<file path="src/rtl/spi_pkg.sv">
// Shared SPI definitions: command codes, fill byte and the MISO transmitter state type.
package spi_pkg;

   localparam logic [7:0] COMMAND_NOP          = 8'h00;
   localparam logic [7:0] COMMAND_READ_STATUS  = 8'h01;
   localparam logic [7:0] COMMAND_READ_FRAME   = 8'h02;
   localparam logic [7:0] COMMAND_WRITE_SPRITE = 8'h10;

   // Sent whenever the response FIFO is empty at a byte boundary.
   localparam logic [7:0] FILL_BYTE = 8'hFF;

   typedef enum logic {
      IDLE  = 1'b0,
      SHIFT = 1'b1
   } spi_tx_state_t;

endpackage

</file>
<file path="src/rtl/negedge_detect.sv">
// One-cycle pulse when an already-synchronised level goes from 1 to 0.
module negedge_detect #(
   parameter logic RESET_VAL = 1'b0
) (
   input  logic clock,
   input  logic reset,
   input  logic sig,
   output logic fall
);

   logic prev;

   always_ff @(posedge clock or negedge reset) begin
      if (!reset) prev <= RESET_VAL;
      else        prev <= sig;
   end

   assign fall = ~sig & prev;

endmodule

</file>
<file path="src/rtl/posedge_detect.sv">
// One-cycle pulse when an already-synchronised level goes from 0 to 1.
module posedge_detect #(
   parameter logic RESET_VAL = 1'b0
) (
   input  logic clock,
   input  logic reset,
   input  logic sig,
   output logic rise
);

   logic prev;

   always_ff @(posedge clock or negedge reset) begin
      if (!reset) prev <= RESET_VAL;
      else        prev <= sig;
   end

   assign rise = sig & ~prev;

endmodule

</file>
<file path="src/rtl/spi_tx_fifo.sv">
// Synchronous byte FIFO for queued SPI responses; DEPTH must be a power of 2.
module spi_tx_fifo #(
   parameter  int DEPTH = 16,
   localparam int AW    = $clog2(DEPTH)
) (
   input  logic          clock,
   input  logic          reset,
   input  logic          push,
   input  logic [7:0]    push_data,
   input  logic          pop,
   output logic [7:0]    head,
   output logic          full,
   output logic          empty,
   output logic [AW:0]   level
);

   localparam logic [AW:0] FULL_CNT = (AW+1)'(DEPTH);

   logic [7:0]    mem [DEPTH];
   logic [AW-1:0] wr_ptr;
   logic [AW-1:0] rd_ptr;
   logic [AW:0]   count;
   logic          push_ok;
   logic          pop_ok;

   assign full    = (count == FULL_CNT);
   assign empty   = (count == '0);
   assign push_ok = push & ~full;
   assign pop_ok  = pop & ~empty;
   assign head    = mem[rd_ptr];
   assign level   = count;

   always_ff @(posedge clock) begin
      if (push_ok) mem[wr_ptr] <= push_data;
   end

   // Pointers wrap naturally because DEPTH is a power of 2.
   always_ff @(posedge clock or negedge reset) begin
      if (!reset) begin
         wr_ptr <= '0;
         rd_ptr <= '0;
         count  <= '0;
      end else begin
         if (push_ok) wr_ptr <= wr_ptr + 1'b1;
         if (pop_ok)  rd_ptr <= rd_ptr + 1'b1;
         case ({push_ok, pop_ok})
            2'b10:   count <= count + 1'b1;
            2'b01:   count <= count - 1'b1;
            default: count <= count;
         endcase
      end
   end

endmodule

</file>
<file path="src/rtl/spi_miso_writer.sv">
// SPI mode-0 slave transmitter: serialises queued response bytes MSB first on miso.
// Define SPI_MISO_TRISTATE_EN to release miso (1'bz) while idle.
module spi_miso_writer
   import spi_pkg::*;
#(
   parameter int FIFO_DEPTH  = 16,
   parameter int SYNC_STAGES = 2
) (
   input  logic                          clock,
   input  logic                          reset,
   input  logic                          cs,
   input  logic                          sck,
   output logic                          miso,
   input  logic [7:0]                    tx_data,
   input  logic                          tx_valid,
   output logic                          tx_ready,
   output logic                          byte_sent,
   output logic                          underrun,
   input  logic                          underrun_clear,
   output logic [$clog2(FIFO_DEPTH):0]   fifo_level,
   output spi_tx_state_t                 state_dbg
);

   logic [SYNC_STAGES-1:0] sck_sync;
   logic [SYNC_STAGES-1:0] cs_sync;
   logic sck_rise, sck_fall, cs_rise, cs_fall;

   spi_tx_state_t state, state_n;
   logic [7:0] shift_reg, shift_n;
   logic [3:0] rise_cnt, rise_n;
   logic       miso_q, miso_n;
   logic       byte_sent_n;
   logic       underrun_n;
   logic       set_underrun;
   logic       load_byte;
   logic       fifo_pop;
   logic       fifo_full;
   logic       fifo_empty;
   logic [7:0] fifo_head;

   always_ff @(posedge clock or negedge reset) begin
      if (!reset) begin
         sck_sync <= '0;
         cs_sync  <= '1;
      end else begin
         sck_sync[0] <= sck;
         cs_sync[0]  <= cs;
         for (int i = 1; i < SYNC_STAGES; i++) begin
            sck_sync[i] <= sck_sync[i-1];
            cs_sync[i]  <= cs_sync[i-1];
         end
      end
   end

   posedge_detect #(.RESET_VAL(1'b0)) u_sck_rise (
      .clock(clock), .reset(reset), .sig(sck_sync[SYNC_STAGES-1]), .rise(sck_rise));
   negedge_detect #(.RESET_VAL(1'b0)) u_sck_fall (
      .clock(clock), .reset(reset), .sig(sck_sync[SYNC_STAGES-1]), .fall(sck_fall));
   posedge_detect #(.RESET_VAL(1'b1)) u_cs_rise (
      .clock(clock), .reset(reset), .sig(cs_sync[SYNC_STAGES-1]), .rise(cs_rise));
   negedge_detect #(.RESET_VAL(1'b1)) u_cs_fall (
      .clock(clock), .reset(reset), .sig(cs_sync[SYNC_STAGES-1]), .fall(cs_fall));

   spi_tx_fifo #(.DEPTH(FIFO_DEPTH)) u_fifo (
      .clock     (clock),
      .reset     (reset),
      .push      (tx_valid),
      .push_data (tx_data),
      .pop       (fifo_pop),
      .head      (fifo_head),
      .full      (fifo_full),
      .empty     (fifo_empty),
      .level     (fifo_level)
   );

   always_ff @(posedge clock or negedge reset) begin
      if (!reset) begin
         state     <= IDLE;
         shift_reg <= '0;
         rise_cnt  <= '0;
         miso_q    <= 1'b1;
         byte_sent <= 1'b0;
         underrun  <= 1'b0;
      end else begin
         state     <= state_n;
         shift_reg <= shift_n;
         rise_cnt  <= rise_n;
         miso_q    <= miso_n;
         byte_sent <= byte_sent_n;
         underrun  <= underrun_n;
      end
   end

   always_comb begin
      state_n      = state;
      shift_n      = shift_reg;
      rise_n       = rise_cnt;
      miso_n       = miso_q;
      byte_sent_n  = 1'b0;
      set_underrun = 1'b0;
      load_byte    = 1'b0;
      fifo_pop     = 1'b0;

      case (state)
         IDLE: begin
            miso_n = 1'b1;
            if (cs_fall) begin
               load_byte = 1'b1;
               rise_n    = 4'd0;
               state_n   = SHIFT;
            end
         end
         SHIFT: begin
            // Deselect wins over any sck edge; a partial byte is simply dropped.
            if (cs_rise) begin
               state_n = IDLE;
               miso_n  = 1'b1;
            end else if (sck_rise) begin
               if (rise_cnt != 4'd8) rise_n = rise_cnt + 4'd1;
            end else if (sck_fall) begin
               if (rise_cnt == 4'd8) begin
                  byte_sent_n = 1'b1;
                  rise_n      = 4'd0;
                  load_byte   = 1'b1;
               end else begin
                  shift_n = {shift_reg[6:0], 1'b0};
                  miso_n  = shift_reg[6];
               end
            end
         end
         default: state_n = IDLE;
      endcase

      // Only the registered empty flag is consulted, so a same-cycle push stays queued.
      if (load_byte) begin
         if (fifo_empty) begin
            shift_n      = FILL_BYTE;
            set_underrun = 1'b1;
         end else begin
            shift_n  = fifo_head;
            fifo_pop = 1'b1;
         end
         miso_n = shift_n[7];
      end

      underrun_n = set_underrun | (underrun & ~underrun_clear);
   end

   assign tx_ready  = ~fifo_full;
   assign state_dbg = state;

`ifdef SPI_MISO_TRISTATE_EN
   assign miso = (state == IDLE) ? 1'bz : miso_q;
`else
   assign miso = miso_q;
`endif

endmodule

</file>
<file path="config.mk">
export PLATFORM = sky130hd
export DESIGN_NAME = spi_miso_writer
export DESIGN_NICKNAME = d
export VERILOG_FILES = /design/src/rtl/spi_pkg.sv /design/src/rtl/negedge_detect.sv /design/src/rtl/posedge_detect.sv /design/src/rtl/spi_tx_fifo.sv /design/src/rtl/spi_miso_writer.sv
export SDC_FILE = /design/constraint.sdc
export NUM_CORES = 1
export LEC_CHECK = 0
export CAP_MARGIN = 20
export CORE_MARGIN = 2
export CORE_UTILIZATION = 35
export CTS_BUF_LIST = sky130_fd_sc_hd__clkbuf_4
export CTS_CLUSTER_DIAMETER = 40
export CTS_CLUSTER_SIZE = 25
export DETAILED_ROUTE_END_ITERATION = 7
export SLEW_MARGIN = 20
export SYNTH_ARGS = -nofsm -noshare
export SYNTH_HDL_FRONTEND = slang
export SYNTH_SLANG_ARGS = --single-unit
</file>
<file path="constraint.sdc">
create_clock -name clock -period 3.8 [get_ports clock]
set_input_delay 0.76 -clock clock [delete_from_list [all_inputs] [get_ports clock]]
set_output_delay 0.76 -clock clock [all_outputs]
set_load 0.02 [all_outputs]
</file>
* Word-level counts from Yosys, hierarchy flattened
Memory sizes are Yosys's and may differ from the RTL's.
Cells that the tools add are included.
** Word-level totals
- Register bits :: 34
- Bits in writable memories :: 128
- Memories kept :: 1
** Memories
- u_fifo.mem :: depth 16, bits a word 8, read ports 1, clocked after Yosys merged registers in 0, write ports 1, RTL line spi_tx_fifo.sv:19 : logic [7:0] mem [DEPTH];
** Operators by class
- Add/sub/neg operators :: 5
- Eq/ne operators :: 16
- Mux-type cells :: 36
- Bitwise operators :: 16
- Reductions and logical operators :: 7
** Operator list (number)
- $mux W7 :: 6
- $mux W4 :: 6
- $mux W1 :: 18
- $add A4 B1 Y4 const B :: 3
- $pmux W5 S2 :: 1
- $reduce_and A5 Y1 :: 2
- $mux W8 :: 1
- $ne A4 B3 Y1 const B :: 2
- $ne A4 B4 Y1 const B :: 2
- $not A1 Y1 :: 8
- $pmux W4 S2 :: 1
- $and A1 B1 Y1 :: 7
- $ne A2 B2 Y1 const B :: 3
- $ne A3 B2 Y1 const B :: 2
- $pmux W1 S2 :: 3
- $reduce_bool A2 Y1 :: 3
- $add A5 B1 Y5 const B :: 1
- $eq A5 B5 Y1 const B :: 1
- $logic_not A5 Y1 :: 1
- $sub A5 B1 Y5 const B :: 1
- $eq A4 B4 Y1 const B :: 1
- $ne A2 B1 Y1 const B :: 2
- $ne A3 B3 Y1 const B :: 1
- $reduce_and A3 Y1 :: 1
- other kinds (3) :: 3

* Depth between registers and ports, before layout
Gate-level depths: netlist of run 1.
- Word-level depth :: 10
- Mapped depth :: 15
- Depth with buffers taken out :: 13

* Hierarchy
Synthesis of run 1 repeated with hierarchy kept, for this count alone.
** Unflattened totals
- Cells, all modules :: 431
- Area total of the unflattened synthesis :: 6859.1 um^2
** Modules (own cells, without submodules)
- spi_tx_fifo :: times used 1, cells an instance 332, area each 5779.3 um^2, seq. area each 4169.0 um^2
- spi_miso_writer :: times used 1, cells an instance 91, area each 922.1 um^2, seq. area each 479.2 um^2
- negedge_detect at u_cs_fall :: times used 1, cells an instance 2, area each 40.0 um^2, seq. area each 26.3 um^2
- posedge_detect at u_cs_rise :: times used 1, cells an instance 2, area each 40.0 um^2, seq. area each 26.3 um^2
- negedge_detect at u_sck_fall :: times used 1, cells an instance 2, area each 38.8 um^2, seq. area each 25.0 um^2
- posedge_detect at u_sck_rise :: times used 1, cells an instance 2, area each 38.8 um^2, seq. area each 25.0 um^2

* Least setup slack after synthesis of run 1
No wires, ideal clock.
- Path type :: reg-to-reg
- Start point :: register u_fifo.count[1] (netlist: u_fifo.level[1])
- End point :: register u_fifo.count[4] (netlist: u_fifo.level[4])
- Arrival time :: 2.759 ns
- Path slack :: 0.909 ns
- Stages on the path, launching flop included :: 16
- Clock period less this slack :: 2.891 ns
- Path through :: dfrtp_1 buf_2 nor4_2 nand2_1 and2_1 buf_2 inv_2 ha_1 clkbuf_1 xor2_1 ha_1 nor2b_1 o21ai_1 a31oi_1 nor2_1 xor2_1
** On the way
- Elaborated cells between the ends (all ways) :: 14
** RTL lines
- start, declared :: RTL line spi_tx_fifo.sv:22 : logic [AW:0] count;
- start signal, assigned :: RTL line spi_tx_fifo.sv:47 : 2'b10: count <= count + 1'b1;
- start signal, assigned :: RTL line spi_tx_fifo.sv:48 : 2'b01: count <= count - 1'b1;
- start signal, assigned :: RTL line spi_tx_fifo.sv:49 : default: count <= count;
- $eq A5 B5 Y1 (*) :: RTL line spi_tx_fifo.sv:26 : assign full = (count == FULL_CNT);
- $not A1 Y1 (*)
- named net tx_ready :: RTL line spi_miso_writer.sv:16 : output logic tx_ready,
- $and A1 B1 Y1 (*) :: RTL line spi_tx_fifo.sv:28 : assign push_ok = push & ~full;
- $eq A2 B1 Y1 or $eq A2 B2 Y1 (tied branches) :: RTL line spi_tx_fifo.sv:46 : case ({push_ok, pop_ok})
- $pmux W5 S2 or $reduce_bool A2 Y1 (tied branches)
Mark *: on every way through the listed nets, which the timed path passes. The rest lies on a longest branch.
A chain may end at the register's enable or synchronous reset.

* Worst setup path after layout of run 1
- Start point :: register u_fifo.count[1] (netlist: u_fifo.level[1])
- End point :: output port tx_ready
** On the way
- Word-level cells in the longest chain between the ends :: 2
** Ends and longest elaborated chain
- $eq A5 B5 Y1 :: RTL line spi_tx_fifo.sv:26
- $not A1 Y1 :: RTL line spi_miso_writer.sv:149 : assign tx_ready = ~fifo_full;
- end, declared :: RTL line spi_miso_writer.sv:16
Every way passes these cells.

==> results of run 1 <==
==> worst max path at each step <==
stage | slack (ns) | cells after the start | end | from
after floorplan | 0.91 | 15 | u_fifo.level[4] | u_fifo.level[1]
after global placement | 0.77 | 11 | u_fifo.level[4] | tx_valid
after detailed placement | 0.71 | 11 | u_fifo.level[4] | tx_valid
after CTS | 0.95 | 3 | tx_ready | u_fifo.level[1]
after global routing | 0.75 | 12 | u_fifo.level[4] | u_fifo.level[1]
final | 1.00 | 3 | tx_ready | u_fifo.level[1]
==> final cells by class <==
type / instances / share of cell area [%]
Sequential cell: 162 / 62.0
Multi-Input combinational cell: 207 / 24.5
Timing Repair Buffer: 43 / 5.01
Tap cell: 234 / 3.86
Clock inverter: 15 / 2.61
Clock buffer: 17 / 1.68
Inverter: 7 / 0.346
==> worst max-delay path: cells and delay by family, from the launching register on <==
kind          cells  cell delay [ns]
flops             1             0.50
simple gates      2             0.44
buf+inv           1             0.54
==> power by group through the flow <==
stage	registers, uW	logic (uW)	clock network [uW]
final	2460	1340	1120
after global routing	2500	1480	1230
after CTS	2470	1360	1150
after detailed placement	2510	1360	0
after global placement	2500	1340	0
after floorplan	2320	1120	0
==> through the flow <==
step	cells	hold slack, ns	instance area, um^2	worst slack [ns]
after detailed placement	653	0.338	7260	0.711
final	685	0.372	7590	1.00
after global routing	685	0.377	7590	0.753
after floorplan	397	0.331	6710	0.909
after CTS	685	0.375	7590	0.954
after global placement	653	0.345	7260	0.768
==> Yosys cell counts, types with 5 or more instances <==
library cell               number
sky130_fd_sc_hd__o21ai_1       13
sky130_fd_sc_hd__xor2_1         6
sky130_fd_sc_hd__mux4_2        26
sky130_fd_sc_hd__dfrtp_1       30
sky130_fd_sc_hd__nor2_1        18
sky130_fd_sc_hd__nand2_1       26
sky130_fd_sc_hd__ha_1          11
sky130_fd_sc_hd__inv_1          6
sky130_fd_sc_hd__buf_6          5
sky130_fd_sc_hd__nand2b_1       7
sky130_fd_sc_hd__edfxtp_1     128
sky130_fd_sc_hd__a21oi_1        5
sky130_fd_sc_hd__mux2i_1       16
sky130_fd_sc_hd__nor2b_1        6
sky130_fd_sc_hd__and3_1         6
sky130_fd_sc_hd__a311oi_1       6
sky130_fd_sc_hd__o21ai_0        5
sky130_fd_sc_hd__xnor2_1        5
sky130_fd_sc_hd__a22oi_1        6
sky130_fd_sc_hd__buf_2          9
==> cell usage in the layout (no fill, tap or decap), types with 7 or more instances in the layout <==
cell,n
sky130_fd_sc_hd__ha_1,11
sky130_fd_sc_hd__mux4_2,26
sky130_fd_sc_hd__edfxtp_1,128
sky130_fd_sc_hd__clkbuf_4,17
sky130_fd_sc_hd__nand2_1,26
sky130_fd_sc_hd__clkdlybuf4s50_1,23
sky130_fd_sc_hd__o21ai_1,13
sky130_fd_sc_hd__dfrtp_1,29
sky130_fd_sc_hd__nand2b_1,7
sky130_fd_sc_hd__nor2_1,18
sky130_fd_sc_hd__buf_4,20
sky130_fd_sc_hd__mux2i_1,16
==> kinds of logic after synthesis <==
family                     count (synthesis)  share of synthesized area [%]
xor gates and xnor gates                  12                           1.68
buffers and inverters                     28                           2.29
DFF                                      162                           70.0
adders and majority gates                 11                           2.05
and+or+nand+nor                           89                           7.04
AOI/OAI and AO/OA                         50                           5.27
muxes                                     45                           11.7
==> per-layer routing <==
layer / wire [um] / global-route usage [%] / share of wire [%]
met5: 0 / 0 / 0
met4: 132 / 3.75 / 1.0
met1: 5960 / 18.4 / 45
met2: 6510 / 23.6 / 50
met3: 541 / 3.53 / 4.1
==> flow_metrics.tcl, run 1 <==
set metrics [dict create \
    cp.required_ns 3.04 \
    synth_cell_types 51 \
    hold_path_class "reg2reg" \
    timing.reg2reg.setup_slack_ns 1.02 \
    first_pass_grt_wire_length_um 21200 \
    holdBufCountCts 0 \
    critical_path.slowest_cell "sky130_fd_sc_hd__clkdlybuf4s50_1" \
    holdPathEnd "cs_sync[1]" \
    finalCoreUtilization_pct 40.4 \
    ys_warn_count 0 \
    power.density_cell_area_nw_per_um2 650 \
    port_buffers 23 \
    timing.final.crit_share_pct 73.6 \
    layout_area_growth_over_synthesis_pct 13.0 \
    cts.repair_timing.setup_buffer_count 0 \
    synth_top_flop_cell "sky130_fd_sc_hd__edfxtp_1" \
    grt_max_degree 40 \
    effective_utilization_at_floorplan_pct 35.8 \
    die-width_um 143 \
    worstReg2RegStart "rise_cnt[0]" \
    regToRegEndpoint "u_fifo.level[4]" \
    synth.cell_area_um2 6710 \
    io_pins 24 \
    clock_tree_from_tritoncts "built" \
    wire_per_inst_um 19.2 \
    p_int_uw 3330 \
    nNetsFinal 463 \
    nFillCells 1702 \
    cp_max_fo 8 \
    timing.max_slew.rel_slack_pct 31.1 \
    finalSetupViolations 0 \
    ys_top_cells_by_area "sky130_fd_sc_hd__edfxtp_1 57%, sky130_fd_sc_hd__dfrtp_1 11%, sky130_fd_sc_hd__mux4_2 8.7%" \
    leakage_uw 0.00265 \
    clockBufferDepth 2 \
    max_clock_freq_mhz 358 \
    ys_async_sr_fraction_pct 21.0 \
    groute.usage.overall_pct 14.1 \
    clk-insertion-delay-late_ns 0.56 \
    crit_path_start_kind "flop" \
    via_count_of_the_first_global_routing_pass 3717 \
    drt-pass1-iter-count 4 \
    route.antenna.remaining_nets 0 \
    post_synth.cell_area_avg_um2 16.9 \
    timing.critical_path.arrival_ns 2.04 \
    maxCapViolCount 0 \
    cts_sinks 162 \
    cts.repair.resized 0 \
    antenna_cells 0 \
    netSwitchingFraction_pct 32.5 \
    clock-skew-final_ns 0.0170 \
    gp_congestion 0.789 \
    synth-edff-count 128 \
    drc 0 \
    pwr-share-seq_pct 50.0 \
    cts-buffers-inserted 17 \
    antenna_found_initial 0 \
    yosysTopAreaCell "sky130_fd_sc_hd__edfxtp_1" \
    coreArea_um2 18800 \
    fp.dieArea_um2 20300 \
    fin_total_pwr_uw 4930 \
    vert_die_dim_um 143 \
    syn-num-nets 422 \
    timing.setup.tns_ns 0 \
    path_class "reg2out" \
    root_buffer_cell "sky130_fd_sc_hd__clkbuf_4" \
    worst_slew_pin_slew_ns 1.03 \
    r2r.worst_path.cells 13 \
    flip_flop_count_of_the_largest_register_after_layout 128 \
    multiInputGateArea_um2 1860 \
    grt_overflow_total 0 \
    route.detailed.vias_per_inst 5.25 \
    maximum_cell_stage_delay_along_the_critical_path_ns 0.54 \
    crit_chain "nor4_2 > nand2_1 > clkdlybuf4s50_1" \
    outcome "complete, no violations" \
    combPwrFrac_pct 27.2 \
    path_clk_slew_ns 0.14 \
    num_vias 3599 \
    dp_hpwl_um 8560 \
    post_route_cells_drive_above_1_share_pct 20.8 \
    totalWireLength_um 13100 \
    clock_tree.htree_level_count 4 \
    maxSlewViolCount 0 \
    initialDrtViolationCount 297 \
    rows 50 \
    worst_hold_path.num_cells 0 \
    regArea_um2 4700 \
    netlist_instances 397 \
    worst_hold_startpoint "cs_sync[0]" \
    grt_setup_unrepaired "false" \
    power.ir.vdd_worst_mv 0.229 \
    period_minus_slack_ns 2.80 \
    power.net_switching_uw 1600 \
    synth_seq_area_share_pct 70.0 \
    post-synth-top-area-fraction_pct 57.2 \
    clkPwrFrac_pct 22.7 \
    synth.ff_latch_count 162 \
    timing_hold_violations_final 0 \
    cp-end-kind "primary output" \
]
(Power assumes the default switching activity.)
==> run 2: changes to the inputs <==
==> constraint.sdc (replaced) <==
create_clock -name clock -period 2.3 [get_ports clock]
set_input_delay 0.46 -clock clock [delete_from_list [all_inputs] [get_ports clock]]
set_output_delay 0.46 -clock clock [all_outputs]
set_load 0.02 [all_outputs]
==> run 2 against run 1 <==
The flow now finishes with violations (negative setup slack). Non-clock buffer count is 23 higher. Critical path type is now reg2reg. Global-route usage is 0.34 points lower. Hold slack worse by 0.10 ns. Sequential share of layout area is 1.7 points lower. Final cell count is 3.5% higher. Setup slack worse by 1.0 ns. Sequential cell count stayed put. Wire length is 0.76% lower. Power is 67% higher. Largest cell class unchanged. Via count is 0.17% lower. Sequential power is 58% higher.
==> flow_metrics.tcl, run 2 (synthesized netlist as in run 1, its figures left out) <==
set metrics [dict create \
    outcome "complete, but fails checks" \
    failed_checks "negative setup slack" \
    setup_ws_ns -0.0223 \
    drt-pass1-iter-count 5 \
    worstReg2RegStart "rise_cnt[1]" \
    maxCapViolCount 0 \
    clock_tree_from_tritoncts "built" \
    max_clock_freq_mhz 431 \
    cp.required_ns 2.78 \
    fp.dieArea_um2 20300 \
    initialDrtViolationCount 280 \
    num_vias 3593 \
    dp_hpwl_um 8510 \
    gp_congestion 0.822 \
    timing_hold_violations_final 0 \
    cts-buffers-inserted 17 \
    wire_per_inst_um 18.4 \
    totalWireLength_um 13000 \
    power.density_cell_area_nw_per_um2 1050 \
    route.antenna.remaining_nets 0 \
    layout_commonest_cell "sky130_fd_sc_hd__edfxtp_1" \
    hold_path_class "in2async" \
    port_buffers 23 \
    post_route_cells_drive_above_1_share_pct 27.6 \
    power.ir.vdd_worst_mv 0.316 \
    cp-end-kind "flop" \
    route.detailed.vias_per_inst 5.07 \
    holdBufCountCts 0 \
    timing.reg2reg.setup_slack_ns -0.02 \
    period_minus_slack_ns 2.32 \
    maxSlewViolCount 0 \
    clock_tree.htree_level_count 4 \
    layout_area_growth_over_synthesis_pct 16.3 \
    nNetsFinal 486 \
    path_class "reg2reg" \
    die-width_um 143 \
    dpl_worst_slack_ns -0.112 \
    worst_setup_path_endpoint "u_fifo.level[4]" \
    finalSetupViolations 1 \
    vert_die_dim_um 143 \
    grt_overflow_total 0 \
    leakage_uw 0.00275 \
    critical_path.slowest_cell "sky130_fd_sc_hd__dfrtp_1" \
    first_pass_grt_wire_length_um 20500 \
    worst_slew_pin_slew_ns 0.728 \
    grt_max_degree 40 \
    finalCoreUtilization_pct 41.6 \
    rows 50 \
    crit_path_start_kind "flop" \
    drc 0 \
    cts_sinks 162 \
    root_buffer_cell "sky130_fd_sc_hd__clkbuf_4" \
    antenna_found_initial 1 \
    effective_utilization_at_floorplan_pct 35.8 \
    clockBufferDepth 2 \
    timing.max_slew.rel_slack_pct 51.5 \
    coreArea_um2 18800 \
    maximum_cell_stage_delay_along_the_critical_path_ns 0.39 \
    r2r.worst_path.cells 13 \
    clk-insertion-delay-late_ns 0.57 \
    cp_max_fo 3 \
    crit_chain "inv_2 > ha_2 > and3b_2 > a41oi_4 > nor2_4 > ha_4 > xor2_1 > ha_2 > o211ai_1 > a21oi_1 > a31oi_1 > nor2_1 > xor2_1" \
    io_pins 24 \
    timing.critical_path.arrival_ns 2.81 \
    via_count_of_the_first_global_routing_pass 3609 \
    worst_setup_path_startpoint "rise_cnt[1]" \
    finish.instance_area_um2 7810 \
    path_clk_slew_ns 0.16 \
    grt_setup_unrepaired "true" \
    dpl_cell_area_um2 7490 \
    clock-skew-final_ns 0.0248 \
    regToRegEndpoint "u_fifo.level[4]" \
    flip_flop_count_of_the_largest_register_after_layout 128 \
    final_cell_mix "128 x sky130_fd_sc_hd__edfxtp_1, 41 x sky130_fd_sc_hd__buf_4, 26 x sky130_fd_sc_hd__mux4_2, 26 x sky130_fd_sc_hd__dfrtp_1, 25 x sky130_fd_sc_hd__nand2_1" \
    timing.final.crit_share_pct 101 \
    groute.usage.overall_pct 13.8 \
]
-- run 2: report_power, final --
part           leakage [uW]  switching [uW]  total, uW  internal [uW]
Combinational       0.00103            1330       2610           1280
Sequential          0.00156             317       3890           3580
Clock              0.000156            1120       1710            591
Total               0.00275            2760       8210           5450
-- run 2: worst min path at each step --
| stage | from | endpoint | slack [ns] | cells after the start |
|---|---|---|---|---|
| after floorplan | reset | byte_sent | 0.16 | 0 |
| after CTS | reset | u_fifo.rd_ptr[1] | 0.25 | 2 |
| after global placement | sck_sync[0] | sck_sync[1] | 0.34 | 0 |
| after detailed placement | sck_sync[0] | sck_sync[1] | 0.34 | 0 |
| final | reset | u_fifo.level[4] | 0.27 | 2 |
| after global routing | reset | underrun | 0.25 | 2 |
-- run 2: cell type report --
cell class,instances,area (um^2)
Inverter,7,28.8
Timing Repair Buffer,66,577
Antenna cell,1,2.50
Sequential cell,162,4700
Multi-Input combinational cell,207,1910
Clock inverter,15,166
Fill cell,1682,11000
Clock buffer,17,128
Tap cell,234,293
-- run 2: worst max-delay path: cells and delay by family (launching register included) --
kind | cells | cell delay (ns)
compound gates | 4 | 0.62
fa+ha+maj | 3 | 0.52
flops | 1 | 0.39
simple gates | 3 | 0.36
xor+xnor | 2 | 0.30
buf+inv | 1 | 0.05
-- run 2: through the flow --
step           power, uW  cells  setup TNS, ns  hold WS, ns
2_1_floorplan       5760    397         -0.510        0.164
3_3_place_gp        6540    674        -0.0556        0.345
3_5_place_dp        6610    674         -0.130        0.337
4_1_cts             8310    707              0        0.247
5_1_grt             8670    709         -0.137        0.254
6_report            8210    709        -0.0223        0.271
-- run 2: timing repair --
action                                  4_1_cts  5_1_grt
resized for setup                             3        2
setup buffers                                 1        1
pin swaps                                     3        8
endpoints found under the setup margin        2        3
-- run 2: per-layer routing --
metal / GRT usage, % / vias to the layer above / wire length [um]
met5: 0 / - / 0
met4: 5.47 / 0 / 236
met3: 3.03 / 17 / 470
met2: 22.2 / 79 / 6450
met1: 18.2 / 1825 / 5890
li1: - / 1672 / -
==> run 3: changes to the inputs <==
--- a/config.mk
+++ b/config.mk
@@ -6,6 +6,7 @@
 export NUM_CORES = 1
 export LEC_CHECK = 0
 export CAP_MARGIN = 20
+export CORE_ASPECT_RATIO = 1.5
 export CORE_MARGIN = 2
 export CORE_UTILIZATION = 35
 export CTS_BUF_LIST = sky130_fd_sc_hd__clkbuf_4
==> run 3 against run 2 <==
The run still ends with negative setup slack left. Sequential cell count unchanged. Critical path type unchanged. Count of clock-buffer cells in the layout unchanged. Utilization down 0.27 points. Final area is 0.61% higher. Fmax shrank 1.8%. Non-clock buffer count unchanged.
==> flow_metrics.tcl, run 3 (synthesized netlist as in run 1, its figures left out) <==
set metrics [dict create \
    outcome "complete, but fails checks" \
    failed_checks "negative setup slack" \
    totalWireLength_um 13200 \
    path_class "reg2reg" \
    via_count_of_the_first_global_routing_pass 3765 \
    nFillCells 1702 \
    use_met1_pct 15.5 \
    clockBufferDepth 2 \
    fp.dieArea_um2 20300 \
    dp_hpwl_um 8970 \
    root_buffer_cell "sky130_fd_sc_hd__clkbuf_4" \
    finalSetupViolations 2 \
    cts-buffers-inserted 17 \
    path_clk_slew_ns 0.16 \
    route.detailed.vias_per_inst 4.90 \
    hold_path_class "in2reg" \
    dpl_cell_area_um2 7490 \
    power.ir.vdd_worst_mv 0.322 \
    cts_sinks 162 \
    clock_tree_from_tritoncts "built" \
    die-width_um 117 \
    crit_path_start_kind "flop" \
    grt_max_degree 35 \
    layout_commonest_cell "sky130_fd_sc_hd__edfxtp_1" \
    cp-end-kind "flop" \
    grt_setup_unrepaired "true" \
    groute.usage.overall_pct 13.7 \
    maxSlewViolCount 0 \
    worst_slew_pin_slew_ns 0.804 \
    gp_congestion 0.793 \
    maxCapViolCount 0 \
    antenna_found_initial 1 \
    drt-pass1-iter-count 5 \
    io_pins 24 \
    cp_max_fo 3 \
    layout_area_growth_over_synthesis_pct 17.0 \
    timing.final.crit_share_pct 103 \
    initialDrtViolationCount 278 \
    rows 62 \
    post_route_cells_drive_above_1_share_pct 27.8 \
    grt.met3_usage_pct 2.73 \
    first_pass_grt_wire_length_um 20900 \
    cp.required_ns 2.76 \
    drc 0 \
    period_minus_slack_ns 2.37 \
    effective_utilization_at_floorplan_pct 35.3 \
    grt.busiest_layer "met2" \
    leakage_uw 0.00276 \
    vert_die_dim_um 174 \
    clock_tree.htree_level_count 4 \
    clk-insertion-delay-late_ns 0.55 \
    power.density_cell_area_nw_per_um2 1040 \
    groute.layer.met2.usage_pct 25.1 \
    final_cell_mix "128 x sky130_fd_sc_hd__edfxtp_1, 41 x sky130_fd_sc_hd__buf_4, 26 x sky130_fd_sc_hd__mux4_2, 26 x sky130_fd_sc_hd__dfrtp_1, 25 x sky130_fd_sc_hd__nand2_1" \
    timing_hold_violations_final 0 \
    route.antenna.remaining_nets 0 \
    timing.critical_path.arrival_ns 2.82 \
    max_clock_freq_mhz 423 \
    grt_overflow_total 0 \
    clock-skew-final_ns 0.0227 \
    wire_per_inst_um 18.0 \
    timing.max_slew.rel_slack_pct 46.4 \
    timing.setup.tns_ns -0.109 \
    coreArea_um2 19000 \
    finish.instance_area_um2 7860 \
    port_buffers 23 \
    flip_flop_count_of_the_largest_register_after_layout 128 \
    num_vias 3579 \
    setup_ws_ns -0.0651 \
    nNetsFinal 486 \
]
-- run 3: cell count changes in the layout (fill, tap and decap cells not counted), moves of 2 or more --
cell / before / now
sky130_fd_sc_hd__clkinv_8: 1 / 3
sky130_fd_sc_hd__clkdlybuf4s50_1: 22 / 20
sky130_fd_sc_hd__clkinvlp_4: 2 / 0
sky130_fd_sc_hd__inv_8: 5 / 7
-- run 3: layout make-up --
class / count / area, um^2 / area share, %
clock buffer: 17 / 128 / 1.62
timing repair buffer: 66 / 564 / 7.18
inverter: 7 / 28.8 / 0.366
multi-input combinational: 207 / 1930 / 24.6
clock inverter: 15 / 179 / 2.28
antenna: 1 / 2.50 / 0.0318
sequential: 162 / 4700 / 59.9
tap: 256 / 320 / 4.08
-- run 3: timing repair --
| action | 4_1_cts | 5_1_grt |
|---|---|---|
| hold buffers | 1 | 0 |
| endpoints found under the setup margin | 4 | 4 |
| buffers inserted | 1 | 2 |
| pin swaps | 2 | 5 |
| endpoints found under the hold margin | 30 | 0 |
| resized for setup | 3 | 5 |
-- run 3: metal layers --
| layer | vias up | routed length, um | part of all wire, % |
|---|---|---|---|
| met5 | - | 0 | 0 |
| met4 | 0 | 246 | 1.9 |
| met1 | 1837 | 5140 | 39 |
| met3 | 20 | 292 | 2.2 |
| met2 | 61 | 7470 | 57 |
| li1 | 1661 | - | - |
-- run 3: final timing paths --
kind,slack [ns],to,from,depth (start not counted)
hold / removal,0.30,cs_sync[0],cs,1
min in group asynchronous,0.50,u_fifo.wr_ptr[1],reset,2
max in group asynchronous,1.23,state_dbg,reset,2
setup / recovery,-0.07,u_fifo.level[4],rise_cnt[0],13
setup reg to reg,-0.07,u_fifo.level[4],rise_cnt[0],13
hold reg to reg,0.38,cs_sync[1],cs_sync[0],0
-- run 3: critical path: stages (launching register included) --
cell and delay, ns:
sky130_fd_sc_hd__dfrtp_1 0.40, sky130_fd_sc_hd__inv_2 0.06, sky130_fd_sc_hd__ha_4 0.15, sky130_fd_sc_hd__and3b_2 0.22, sky130_fd_sc_hd__a41oi_4 0.18, sky130_fd_sc_hd__nor2_4 0.08, sky130_fd_sc_hd__ha_4 0.18, sky130_fd_sc_hd__xor2_2 0.17
sky130_fd_sc_hd__ha_2 0.20, sky130_fd_sc_hd__o211ai_1 0.18, sky130_fd_sc_hd__a21oi_1 0.08, sky130_fd_sc_hd__a31oi_1 0.15, sky130_fd_sc_hd__nor2_1 0.07, sky130_fd_sc_hd__xor2_1 0.14
-- run 3: power by group --
| part | total (uW) | switching, uW | internal, uW |
|---|---|---|---|
| sequential | 3830 | 251 | 3580 |
| combinational | 2650 | 1360 | 1280 |
| clock | 1720 | 1190 | 529 |
| total | 8190 | 2800 | 5390 |
-- run 3: stage by stage --
stage          hold WS (ns)  std cells  utilization [%]  setup WS, ns  total power, uW
2_1_floorplan         0.164        397                -        -0.269             5760
3_3_place_gp          0.346        694             39.4       -0.0693             6500
3_5_place_dp          0.347        694             39.4        -0.154             6560
4_1_cts               0.253        728             41.1       -0.0824             8280
5_1_grt               0.255        731             41.3        -0.215             8660
6_report              0.297        731             41.3       -0.0651             8190
